===== src/rtl/hazard_ctrl_unit.sv =====
// Hazard/stall sequencer for the 5-stage RV32IM pipeline: load-use bubbles,
// taken-branch flushes, multi-cycle MUL/DIV stalls and flushes across an I-miss.
module hazard_ctrl_unit #(
  parameter int MUL_LATENCY = 2,
  parameter int DIV_LATENCY = 33,
  parameter int CNT_W       = 6
) (
  input  logic       CLK,
  input  logic       RESET,
  input  logic [4:0] RS1_ID,
  input  logic [4:0] RS2_ID,
  input  logic       RS1_USE_ID,
  input  logic       RS2_USE_ID,
  input  logic [4:0] RD_IDEX,
  input  logic       MEM_READ_IDEX,
  input  logic       BRANCH_TAKEN_EX,
  input  logic       MULDIV_START_EX,
  input  logic       DIV_OP_EX,
  input  logic       MEM_BUSYWAIT,
  input  logic       IMEM_BUSYWAIT,
  output logic       HOLD_PC,
  output logic       HOLD_IFID,
  output logic       HOLD_IDEX,
  output logic       HAZARD_RESET_IFID,
  output logic       HAZARD_RESET_IDEX,
  output logic       MULDIV_BUSY,
  output logic [1:0] DEBUG_STATE
);

  typedef enum logic [1:0] {
    IDLE        = 2'd0,
    MD_WAIT     = 2'd1,
    IMISS_FLUSH = 2'd2
  } state_t;

  localparam logic [CNT_W-1:0] MUL_LAT = CNT_W'(MUL_LATENCY);
  localparam logic [CNT_W-1:0] DIV_LAT = CNT_W'(DIV_LATENCY);

  state_t           state, state_next;
  logic [CNT_W-1:0] cnt, cnt_next;
  logic [CNT_W-1:0] lat;
  logic             lu;

  assign lu = MEM_READ_IDEX && (RD_IDEX != 5'd0) &&
              ((RS1_USE_ID && (RS1_ID == RD_IDEX)) ||
               (RS2_USE_ID && (RS2_ID == RD_IDEX)));
  assign lat = DIV_OP_EX ? DIV_LAT : MUL_LAT;
  assign DEBUG_STATE = state;

  always_ff @(posedge CLK) begin
    if (RESET) begin
      state <= IDLE;
      cnt   <= '0;
    end else begin
      state <= state_next;
      cnt   <= cnt_next;
    end
  end

  always_comb begin
    state_next        = state;
    cnt_next          = cnt;
    HOLD_PC           = 1'b0;
    HOLD_IFID         = 1'b0;
    HOLD_IDEX         = 1'b0;
    HAZARD_RESET_IFID = 1'b0;
    HAZARD_RESET_IDEX = 1'b0;
    MULDIV_BUSY       = 1'b0;
    case (state)
      IDLE: begin
        if (!MEM_BUSYWAIT) begin
          if (BRANCH_TAKEN_EX) begin
            HAZARD_RESET_IFID = 1'b1;
            HAZARD_RESET_IDEX = 1'b1;
            if (IMEM_BUSYWAIT) state_next = IMISS_FLUSH;
          end else if (MULDIV_START_EX) begin
            HOLD_PC   = 1'b1;
            HOLD_IFID = 1'b1;
            HOLD_IDEX = 1'b1;
            // This cycle is the first of LAT stall cycles.
            if (lat > CNT_W'(1)) begin
              state_next = MD_WAIT;
              cnt_next   = lat - CNT_W'(2);
            end
          end else if (lu) begin
            HOLD_PC           = 1'b1;
            HOLD_IFID         = 1'b1;
            HAZARD_RESET_IDEX = 1'b1;
          end
        end
      end
      MD_WAIT: begin
        MULDIV_BUSY = 1'b1;
        HOLD_PC     = !MEM_BUSYWAIT;
        HOLD_IFID   = !MEM_BUSYWAIT;
        HOLD_IDEX   = !MEM_BUSYWAIT;
        // The M unit keeps counting even while data memory freezes the pipe.
        if (cnt == '0) state_next = IDLE;
        else           cnt_next   = cnt - CNT_W'(1);
      end
      IMISS_FLUSH: begin
        if (!MEM_BUSYWAIT) begin
          HAZARD_RESET_IFID = 1'b1;
          HAZARD_RESET_IDEX = BRANCH_TAKEN_EX;
          if (!IMEM_BUSYWAIT) state_next = IDLE;
        end
      end
      default: begin
        state_next = IDLE;
        cnt_next   = '0;
      end
    endcase
    if (RESET) begin
      HOLD_PC           = 1'b0;
      HOLD_IFID         = 1'b0;
      HOLD_IDEX         = 1'b0;
      HAZARD_RESET_IFID = 1'b0;
      HAZARD_RESET_IDEX = 1'b0;
      MULDIV_BUSY       = 1'b0;
    end
  end

endmodule

===== config.mk =====
export PLATFORM = sky130hd
export DESIGN_NAME = hazard_ctrl_unit
export DESIGN_NICKNAME = d
export VERILOG_FILES = /design/src/rtl/hazard_ctrl_unit.sv
export SDC_FILE = /design/constraint.sdc
export NUM_CORES = 1
export LEC_CHECK = 0
export ABC_AREA = 1
export ABC_CLOCK_PERIOD_IN_PS = 1300
export CORE_AREA = 8 8 55 57
export CTS_CLUSTER_SIZE = 12
export DETAILED_ROUTE_END_ITERATION = 10
export DIE_AREA = 0 0 63 65
export PLACE_DENSITY = 0.83
export SLEW_MARGIN = 20
export SYNTH_ARGS = -nofsm -noshare
export SYNTH_HDL_FRONTEND = slang
export SYNTH_SLANG_ARGS = --single-unit

===== constraint.sdc =====
create_clock -name CLK -period 1.3 [get_ports CLK]
set_clock_uncertainty 0.05 [all_clocks]
set_input_delay 0.195 -clock CLK [delete_from_list [all_inputs] [get_ports CLK]]
set_output_delay 0.195 -clock CLK [all_outputs]
set_load 0.03 [all_outputs]

; After elaboration in Yosys (flattened, before gate mapping)
; Index checks and enable logic that the tools add are counted.
; W data, S select, Z words.
[totals]
word_cells = 72
register_bits = 8
inputBits = 25
[op_classes]
n_lt_le_gt_ge = 1
n_reduce_logical = 11
n_eq_ne = 15
bitwise_logic = 1
muxes = 40
addsub = 2
[op_table]
columns = cell, count
row1 = $mux W6, 6
row2 = $mux W1, 20
row3 = $pmux W6 S3, 1
row4 = $mux W2, 8
row5 = $ne A2 B2 Y1 const B, 8
row6 = $eq A5 B5 Y1, 2
row7 = $ne A3 B3 Y1 const B, 3
row8 = $pmux W1 S2, 4
row9 = $reduce_and A7 Y1, 1
row10 = $gt A6 B1 Y1 const B, 1
row11 = $logic_not A6 Y1, 1
row12 = $pmux W2 S3, 1
row13 = $reduce_and A6 Y1, 1
row14 = $sub A6 B1 Y6 const B, 1
row15 = $sub A6 B2 Y6 const B, 1
row16 = $reduce_bool A5 Y1, 1
row17 = $logic_and A1 B1 Y1, 4
row18 = $eq A2 B1 Y1 const B, 1
row19 = $eq A2 B2 Y1 const B, 1
row20 = $logic_not A2 Y1, 1
row21 = $logic_not A1 Y1, 1
row22 = $logic_or A1 B1 Y1, 1
row23 = $not A1 Y1, 1

; Depth between registers and ports, before layout
[logic_depth]
ltp_word = 10
ltp_mapped = 9
mapped_depth_nobuf = 9

; Worst setup path before layout
; OpenSTA, ideal clock, no wires.
[synth_timing]
path_kind = reg2out
start = register state[1] (netlist: DEBUG_STATE[1])
end = output HOLD_PC
arrival_time_ps = 1808
setup_slack_ps = -753
path_stages_with_launch = 5
path_buffers = 1
t_required_ps = 1055
path_cell_list = dfxtp_1 nor2_2 nand3_1 o21ai_0 buf_4
[synth_via]
elab_chain_cells = 3
word_cells_on_any_way = 4
cone_classes = eq/ne: 1 / mux: 2 / reduce/logical: 1
[synth_lines]
columns = item, line
row1 = "start, declared", 39  ; state_t state, state_next;
row2 = "start signal, assigned", 55  ; state <= state_next;
row3 = $eq A2 B1 Y1 / $logic_not A2 Y1 (equally long branches), --
row4 = $pmux W1 S2 (*), --
row5 = $mux W1 (*), --
row6 = "end, declared", 21  ; output logic HOLD_PC,
; Every way passes the cells marked *; elsewhere a longest branch is shown, timed or not.

; Final worst setup path
[layout_timing]
start = register state[1] (netlist: DEBUG_STATE[1])
end = output HOLD_IFID
[layout_via]
elab_chain_cells = 3
word_cells_on_any_way = 4
cone_classes = eq/ne: 1 / mux: 2 / reduce/logical: 1
[layout_lines]
columns = item, line
row1 = $eq A2 B1 Y1 / $logic_not A2 Y1 (equally long branches), 69  ; case (state)
row2 = $pmux W1 S2 (*), 69
row3 = $mux W1 (*), 113  ; if (RESET) begin
row4 = "end, declared", 22  ; output logic HOLD_IFID,
; Marks and branches as above.

==> run metrics <==
hpwl dp=2150 microns; final setup vio count=12; synth-to-layout area growth=92.5%; clk_lat worst skew=0.27 ns; Pint=just under 0.7 mW; # hold bufs at CTS=0; Stages on worst setup path=6; full die area=4100 sq um; Logic pwr share=54.0%; First-pass DRT Iterations=4; Synth Register Bits=8; drt via density=4.91; Power Density=a little under 800 nW/um^2; synth unique cells=23; Final Critical Period=1.60 ns; Layout fillers=roughly 180; worst-case clock buffer depth=2; final cycle utilization of the critical path=123%; sequential fraction of the synthesis area=20.3%; Worst R2R Setup Slack=-0.15 ns; # diodes=0; syn avg cell area=approximately 5.5 sq um; crit path launch type=register; fmax=between 600 and 700 MHz; status=finished with violations; Setup crit end kind=output pin; Worst VDD drop=0.729 mV; max-slew violation count=0; aggregate global routing overflow=0; Worst Hold Depth=3; WS Path Type=reg -> out; Flop pwr share=26.7%; vias in the first global route=roughly 1100; Crit path largest cell delay=0.39 ns; gpl congestion=roughly 0.84; post-route ant nets=0; # clock sinks=8; switching share of power=42.0%; CP Capture Point=HOLD_IFID; CTS root buffer=clkbuf_4; Initial Util=a little over a third; Leakage=0.772 nW; worst r2r dst=cnt[5]$_SDFFE_PP0P_; num ports=33; Yosys top cell by area=dfxtp_1; dpl cells=between 200 and 250; Top Family by Delay on Critical Path=flip-flops; final hold viol count=0; share of cells above drive strength 1=just over 40%; number of port buffers=32; Placement Rows=17; Vias=1145; drt drc=0; Post-Route WL=3210 microns; CP max FO=5; commonest cells after routing, fill and taps aside=34 x nand2_1, 26 x buf_4, 21 x inv_1; WP data required=between 1 and 1.5 ns; crit path DAT=about 1.4 ns; drt wl/cell=13.8 microns; failing checks=negative setup slack; Post-Syn Area=787 sq um; Starting DRT DRC Count=40; DIE WIDTH=approximately 63 microns; Synth warnings=0; Max Cap Viol=0; Critical path origin=DEBUG_STATE[1]$_SDFFE_PP0P_; CP bufs+invs=1; initial antenna violation count=0; global-route wire length before repair=4690 microns; commonest non-fill, non-tap cell in the layout=nand2_1; GRT Overall Usage=13.8%; Post-Syn Instances=144; RR Startpoint=DEBUG_STATE[1]$_SDFFE_PP0P_; worst path cell trace=nor2_4 > nand4_1 > o21ai_1 > nand2_2 > o21ai_4 > buf_6; Non-Filler Instances=roughly 230; Synth area leaders=dfxtp_1 20%, nand2_1 20%, inv_1 12%; largest net degree at the start of global routing=8; Nets=233; R2R depth=8; H-tree levels=1; post-synth top area share=20.3%; CTS tree=yes; RSZ-0062 raised after global routing=true; syn_nets=roughly 170; worst-path cell with the longest stage delay=dfxtp_4; Clock Power Share=a little under a fifth; Die Height=65 microns; power consumption=1.19 mW; setup ws final=-0.302 ns; Core Box Area=2150 sq um; Hold WC Path Type=in -> reg; Worst-Margin Slew=0.299 ns; Slew HR=79.9%; clock-pin slew on the worst setup and hold paths=0.07 ns; Psw=0.499 mW; Inserted Clock Buffers=3
## state kept, by name, indices dropped and copies added (netlist names)
signal       flops
DEBUG_STATE      2
cnt              6
## power by group through the flow
stage	Combinational [mW]	Clock, mW	Sequential (mW)
4_1_cts	0.557	0.216	0.310
2_1_floorplan	0.274	0	0.321
6_report	0.642	0.229	0.318
5_1_grt	0.692	0.235	0.321
3_5_place_dp	0.510	0	0.311
3_3_place_gp	0.496	0	0.308
## per-stage QoR
step                      hold WS, ns  TNS, ns  util [%]  cell area (sq um)  worst slack (ns)
after CTS                       0.502    -1.81      67.7               1450            -0.292
after global routing            0.345    -2.82      70.5               1520            -0.353
final                           0.321    -2.28      70.5               1520            -0.302
after global placement          0.467    -4.06      60.6               1300            -0.482
after floorplan                 0.204   -0.476         -                836            -0.152
after detailed placement        0.494    -4.40      60.6               1300            -0.531
## worst min-delay path, stage by stage
cell and delay (ns):
dlymetal6s2s_1 0.21, buf_4 0.18, a21oi_2 0.03
## cell usage after synthesis (all sizes together)
cell,instances
xnor2,1
nand3,7
o2111ai,1
nor4,1
nor2,24
nor3b,1
o211ai,1
inv,29
a21oi,6
nand2,42
nand4,2
buf,1
xor2,1
nor3,3
dfxtp,8
ha,2
o21ai,12
a22oi,2
## what timing repair did
item / in CTS / in global routing
buffers inserted: 9 / 2
endpoints found under the setup margin: 13 / 14
gates resized for setup: 47 / 32
pin swaps: 18 / 14
## cell families (layout without fill, tap and decap cells)
group                      after synthesis  in the layout  share of synthesized area [%]
DFF                                      8              8                           20.3
and+or+nand+nor                         80             80                           44.0
xor gates and xnor gates                 2              2                           2.23
buffers and inverters                   30             91                           14.8
adders and majority gates                2              2                           3.18
AOI/OAI and AO/OA                       22             22                           15.4
## worst min path at each step
stage	start	endpoint	slack (ns)
2_1_floorplan	RESET	DEBUG_STATE[0]$_SDFFE_PP0P_	0.20
3_3_place_gp	cnt[5]$_SDFFE_PP0P_	cnt[5]$_SDFFE_PP0P_	0.47
3_5_place_dp	cnt[5]$_SDFFE_PP0P_	cnt[5]$_SDFFE_PP0P_	0.49
4_1_cts	cnt[5]$_SDFFE_PP0P_	cnt[5]$_SDFFE_PP0P_	0.50
5_1_grt	RESET	DEBUG_STATE[0]$_SDFFE_PP0P_	0.34
6_report	RESET	DEBUG_STATE[0]$_SDFFE_PP0P_	0.32
## layer usage
layer	track usage [%]	up-vias	wire [microns]
met4	5.13	0	63
met2	27.1	35	1770
li1	-	576	-
met5	0	-	0
met1	14.2	524	1280
met3	2.23	10	96
## layout make-up
type | instances | area, sq um | share of cell area (%)
Sequential cell | 8 | 169 | 11.1
Inverter | 29 | 111 | 7.35
Multi-Input combinational cell | 106 | 676 | 44.6
Timing Repair Buffer | 58 | 498 | 32.9
Clock buffer | 4 | 26.3 | 1.73
Tap cell | 28 | 35.0 | 2.31
No activity file was read; power rests on OpenSTA's default activity.
